### src/rtl/rv_int_ctrl.sv
// External interrupt controller: synchronises and latches requests, prioritises them,
// and runs a one-deep request/service handshake with the core.
module rv_int_ctrl #(
  parameter int unsigned      N_SRC       = 4,
  parameter int unsigned      SYNC_STAGES = 2,
  parameter logic [N_SRC-1:0] EDGE_MASK   = '1,
  parameter int unsigned      ID_W        = 2
) (
  input  logic             clk,
  input  logic             rst_n,
  input  logic [N_SRC-1:0] irq_src,
  input  logic [N_SRC-1:0] irq_en,
  input  logic             glb_en,
  input  logic             int_ack,
  input  logic             mret,
  output logic             INT,
  output logic [ID_W-1:0]  int_id,
  output logic             in_service,
  output logic [N_SRC-1:0] pending
);

  localparam int unsigned N_PAD = 1 << ID_W;

  typedef enum logic [1:0] {
    IDLE    = 2'd0,
    REQ     = 2'd1,
    SERVICE = 2'd2
  } state_t;

  state_t           state;
  logic [N_SRC-1:0] sync_q [SYNC_STAGES];
  logic [N_SRC-1:0] hist_q;
  logic [N_SRC-1:0] edge_q;
  logic [N_SRC-1:0] s;
  logic [N_SRC-1:0] rise;
  logic [N_SRC-1:0] ack_clr;
  logic [N_SRC-1:0] eligible;
  logic [N_PAD-1:0] elig_pad;
  logic [ID_W-1:0]  sel;

  assign s        = sync_q[SYNC_STAGES-1];
  assign rise     = s & ~hist_q;
  assign pending  = (edge_q & EDGE_MASK) | (s & ~EDGE_MASK);
  assign eligible = pending & irq_en & {N_SRC{glb_en}};
  assign elig_pad = N_PAD'(eligible);

  // Synchroniser chain plus one-cycle history for rising-edge detection
  always_ff @(posedge clk or negedge rst_n) begin
    if (!rst_n) begin
      for (int k = 0; k < SYNC_STAGES; k++) sync_q[k] <= '0;
      hist_q <= '0;
    end else begin
      sync_q[0] <= irq_src;
      for (int k = 1; k < SYNC_STAGES; k++) sync_q[k] <= sync_q[k-1];
      hist_q <= s;
    end
  end

  always_comb begin
    ack_clr = '0;
    if (state == REQ && int_ack) ack_clr = N_SRC'(1) << int_id;
  end

  // Edge latches: a new edge beats a same-cycle acknowledge
  always_ff @(posedge clk or negedge rst_n) begin
    if (!rst_n) edge_q <= '0;
    else        edge_q <= (edge_q & ~ack_clr) | (rise & EDGE_MASK);
  end

  // Fixed priority, lowest index wins
  always_comb begin
    sel = '0;
    for (int i = N_SRC - 1; i >= 0; i--) begin
      if (eligible[i]) sel = ID_W'(i);
    end
  end

  always_ff @(posedge clk or negedge rst_n) begin
    if (!rst_n) begin
      state      <= IDLE;
      INT        <= 1'b0;
      int_id     <= '0;
      in_service <= 1'b0;
    end else begin
      case (state)
        IDLE: begin
          if (|eligible) begin
            state  <= REQ;
            INT    <= 1'b1;
            int_id <= sel;
          end
        end
        REQ: begin
          if (int_ack) begin
            state      <= SERVICE;
            INT        <= 1'b0;
            in_service <= 1'b1;
          end else if (!elig_pad[int_id]) begin
            state <= IDLE;
            INT   <= 1'b0;
          end
        end
        SERVICE: begin
          if (mret) begin
            state      <= IDLE;
            in_service <= 1'b0;
          end
        end
        default: begin
          state      <= IDLE;
          INT        <= 1'b0;
          in_service <= 1'b0;
        end
      endcase
    end
  end

endmodule
### config.mk
export PLATFORM = sky130hd
export DESIGN_NAME = rv_int_ctrl
export DESIGN_NICKNAME = d
export VERILOG_FILES = /design/src/rtl/rv_int_ctrl.sv
export SDC_FILE = /design/constraint.sdc
export NUM_CORES = 1
export LEC_CHECK = 0
export CAP_MARGIN = 20
export CORE_ASPECT_RATIO = 0.75
export CORE_MARGIN = 2
export CORE_UTILIZATION = 45
export DETAILED_ROUTE_END_ITERATION = 16
export GPL_ROUTABILITY_DRIVEN = 0
export PLACE_DENSITY = 0.75
export SLEW_MARGIN = 5
export SYNTH_ARGS = -nofsm -noshare
export SYNTH_HDL_FRONTEND = slang
export SYNTH_SLANG_ARGS = --single-unit
### constraint.sdc
create_clock -name clk -period 1.75 [get_ports clk]
set_input_delay 0.35 -clock clk [delete_from_list [all_inputs] [get_ports clk]]
set_output_delay 0.35 -clock clk [all_outputs]
set_load 0.03 [all_outputs]
==> impl_metrics.json, run 1 <==
{
  "grt.busiest_layer": "met2",
  "vias_per_cell": 5.17,
  "core_sq_um": 1690,
  "detail_route.iter0.violations": 6,
  "max_freq_mhz": 596,
  "finalPower_mw": 1.64,
  "yosys.cell_types.count": 17,
  "initial_core_util_pct": 46.7,
  "outcome": "finished, final reports clean",
  "synth_xor_xnor_area_share_pct": 0,
  "routed_wirelength_mm": 1.51,
  "buf_inv_on_cp": 1,
  "worst_hold_path.num_cells": 0,
  "yosys_warnings": 0,
  "global_route_wire_length_before_repair_mm": 2.42,
  "critical_path.cell_chain": "clkdlybuf4s50_1",
  "insertedDiodeCount": 0,
  "chipHeight_um": 40.3,
  "postCtsSetupBuffers": 0,
  "cp_top_family": "buffers and inverters",
  "worstSetupPathType": "register to primary output",
  "via_count_of_the_first_global_routing_pass": 539,
  "setup_viol": 0,
  "rows": 13,
  "clk_latency_ns": 0.30,
  "post-route-util_pct": 66.7,
  "grt_usage_pct": 17.4,
  "met1_usage_pct": 20.7,
  "synth_adder_area_share_pct": 0,
  "postSynthAreaPerCell_sq_um": 12.7,
  "power.leakage_nw": 0.534,
  "placement.io_buffers": 20,
  "cp_num_cells": 1,
  "clk_path_buf_depth": 2,
  "required_ns": 1.40,
  "post-route-period-util_pct": 95.9,
  "synth_top_family_by_area": "compound AO/OA/AOI/OAI gates",
  "synth_compound_gate_area_share_pct": 13.3,
  "syn_nets": 75,
  "global_route.usage.met2_pct": 26.9,
  "grt_max_degree": 23,
  "cts-buffers-inserted": 3,
  "synthesis.instances": 62,
  "min_period_ns": 1.68,
  "synth_area_sq_um": 790,
  "grtUsageMet3_pct": 8.58,
  "detail_route.drc_violations": 0,
  "synth_mux_area_share_pct": 4.28,
  "die-width_um": 52.4,
  "synth.yosys.seq_area_share_pct": 69.7,
  "final_layout_setup_total_negative_slack_ns": 0,
  "reg2reg_setup_slack_ns": 0.37,
  "drive_above_1_share_pct": 15.1,
  "synth-simple-area-share_pct": 10.8,
  "cts.sink_count": 22,
  "startpoint_kind_of_the_worst_setup_timing_path": "register",
  "ys_ff_latch": 22,
  "syn2layout_area_growth_pct": 42.9,
  "vdd_ir_drop_max_mv": 1.00,
  "crit_path_top_delay_cell": "clkdlybuf4s50_1",
  "clock_tree_root_buffer_cell": "clkbuf_4",
  "initial_antenna_violation_count": 0,
  "ctsHtreeMaxLevel": 1,
  "drv_cap": 0,
  "vias": 594,
  "final.setup_skew_ns": 0.00535,
  "critical_path.endpoint_type": "primary output",
  "powerDensity_nw_per_um2": 1450,
  "max_stage_delay_ns": 0.67,
  "grt.overflow.total": 0,
  "timing.hold.worst.class": "register to register",
  "max_slew_margin_pct": 78.6,
  "hold_viol_final": 0,
  "max_slew.worst_pin.slew_ns": 0.321,
  "design.final.nets": 107,
  "cp_max_fo": 2,
  "wl_per_cell_um": 13.1,
  "io_pins": 21,
  "detailedRoute.firstPassIterationCount": 5,
  "cts_tree": "built",
  "cts.clk_slew.worst_paths_ns": 0.11,
  "die_area_sq_um": 2110,
  "r2r_cells": 4,
  "slew_viol_final": 0,
  "worst_ep_arrival_time_ns": 1.33,
  "rsz0062_at_grt": "false",
  "ant_nets": 0
}
[layer usage]
layer  routed length, um  part of all wire (%)
met1                 672                    45
met2                 726                    48
met3                  99                   6.6
met4                  11                  0.73
met5                   0                     0
[per-stage QoR]
stage	worst slack, ns	cell area (sq um)	hold slack (ns)	instances
6_report	0.0715	1130	0.363	115
4_1_cts	0.00501	1120	0.368	115
5_1_grt	0.0244	1130	0.372	115
3_5_place_dp	-0.0272	1070	0.336	111
3_3_place_gp	-0.000872	1070	0.335	111
2_1_floorplan	0.246	790	0.0544	62
[cell families (layout without fill, tap and decap cells)]
family / Yosys count / after routing
DFF: 22 / 22
buffers and inverters: 4 / 35
and+or+nand+nor: 18 / 18
muxes: 2 / 2
AOI/OAI and AO/OA: 16 / 16
[cells in the final DEF (no fill, tap or decap)]
| master | synthesis | routed |
|---|---|---|
| dfrtp_1 | 22 | 22 |
| clkdlybuf4s50_1 | 0 | 13 |
| nand2_1 | 9 | 9 |
| buf_4 | 0 | 7 |
| o21ai_0 | 5 | 5 |
| inv_1 | 4 | 4 |
| a21oi_1 | 4 | 4 |
| dlymetal6s2s_1 | 0 | 4 |
| a21o_1 | 3 | 3 |
| clkbuf_4 | 0 | 3 |
| dlygate4sd2_1 | 0 | 3 |
| a22o_1 | 2 | 2 |
| nand2b_1 | 2 | 2 |
| nand3_1 | 2 | 2 |
| nor2_1 | 2 | 2 |
| and3b_1 | 1 | 1 |
| nand3b_1 | 1 | 1 |
| o21a_1 | 1 | 1 |
| mux2_2 | 1 | 1 |
| mux4_2 | 1 | 1 |
| o31ai_2 | 1 | 1 |
| nor3_1 | 1 | 1 |
| bufinv_16 | 0 | 1 |
[synth_stat cells (all sizes together)]
master	instances	share of area [%]
nor2	2	0.95
nand3b	1	0.95
nor3	1	0.63
a22o	2	2.2
nand2b	2	1.6
nand2	9	4.3
o21a	1	0.95
o31ai	1	1.6
dfrtp	22	70
mux4	1	2.9
inv	4	1.9
a21oi	4	2.5
o21ai	5	3.2
and3b	1	1.1
mux2	1	1.4
a21o	3	2.9
nand3	2	1.3
[report_power, final]
part           switching [mW]  internal, mW  leakage, nW
Combinational           0.291         0.266        0.257
Sequential             0.0974         0.604        0.249
Clock                   0.149         0.232       0.0279
Total                   0.537          1.10        0.534
[sequential cells by signal, indices dropped and copies added, names as in the netlist]
| register | count |
|---|---|
| sync_q | 4 |
| int_id | 2 |
| pending | 4 |
| in_service | 1 |
| INT | 1 |
| hist_q | 4 |
| s | 4 |
| state | 2 |
[final cells by class]
type | count | area, sq um
Sequential cell | 22 | 551
Tap cell | 22 | 27.5
Timing Repair Buffer | 27 | 259
Inverter | 4 | 15.0
Clock buffer | 3 | 22.5
Clock inverter | 1 | 30.0
Fill cell | 130 | 563
Multi-Input combinational cell | 36 | 224
[what timing repair did]
item | CTS | global route
pin swaps | 0 | 0
setup endpoints to repair | 3 | 4
hold buffers | 0 | 0
gates resized for setup | 3 | 4
[worst reg2reg max path, stage by stage, from the launching register on]
cell,delay (ns)
dfrtp_1,0.42
nand2_1,0.09
mux4_2,0.51
nor3_1,0.18
a21o_1,0.14
[final timing paths]
kind	to	from
min in group asynchronous	pending[0]	rst_n
setup / recovery	INT	INT
setup reg to reg	state[0]	pending[3]
hold reg to reg	s[1]	sync_q[5]
hold / removal	s[1]	sync_q[5]
max in group asynchronous	in_service	rst_n
No activity file was read; power rests on OpenSTA's default activity.
==> run 2, diff against run 1 <==
REMOVE_ABC_BUFFERS = 1   (was not set)
==> results of run 2 <==
Final layout, timing and power as in run 1 (identical DEF).
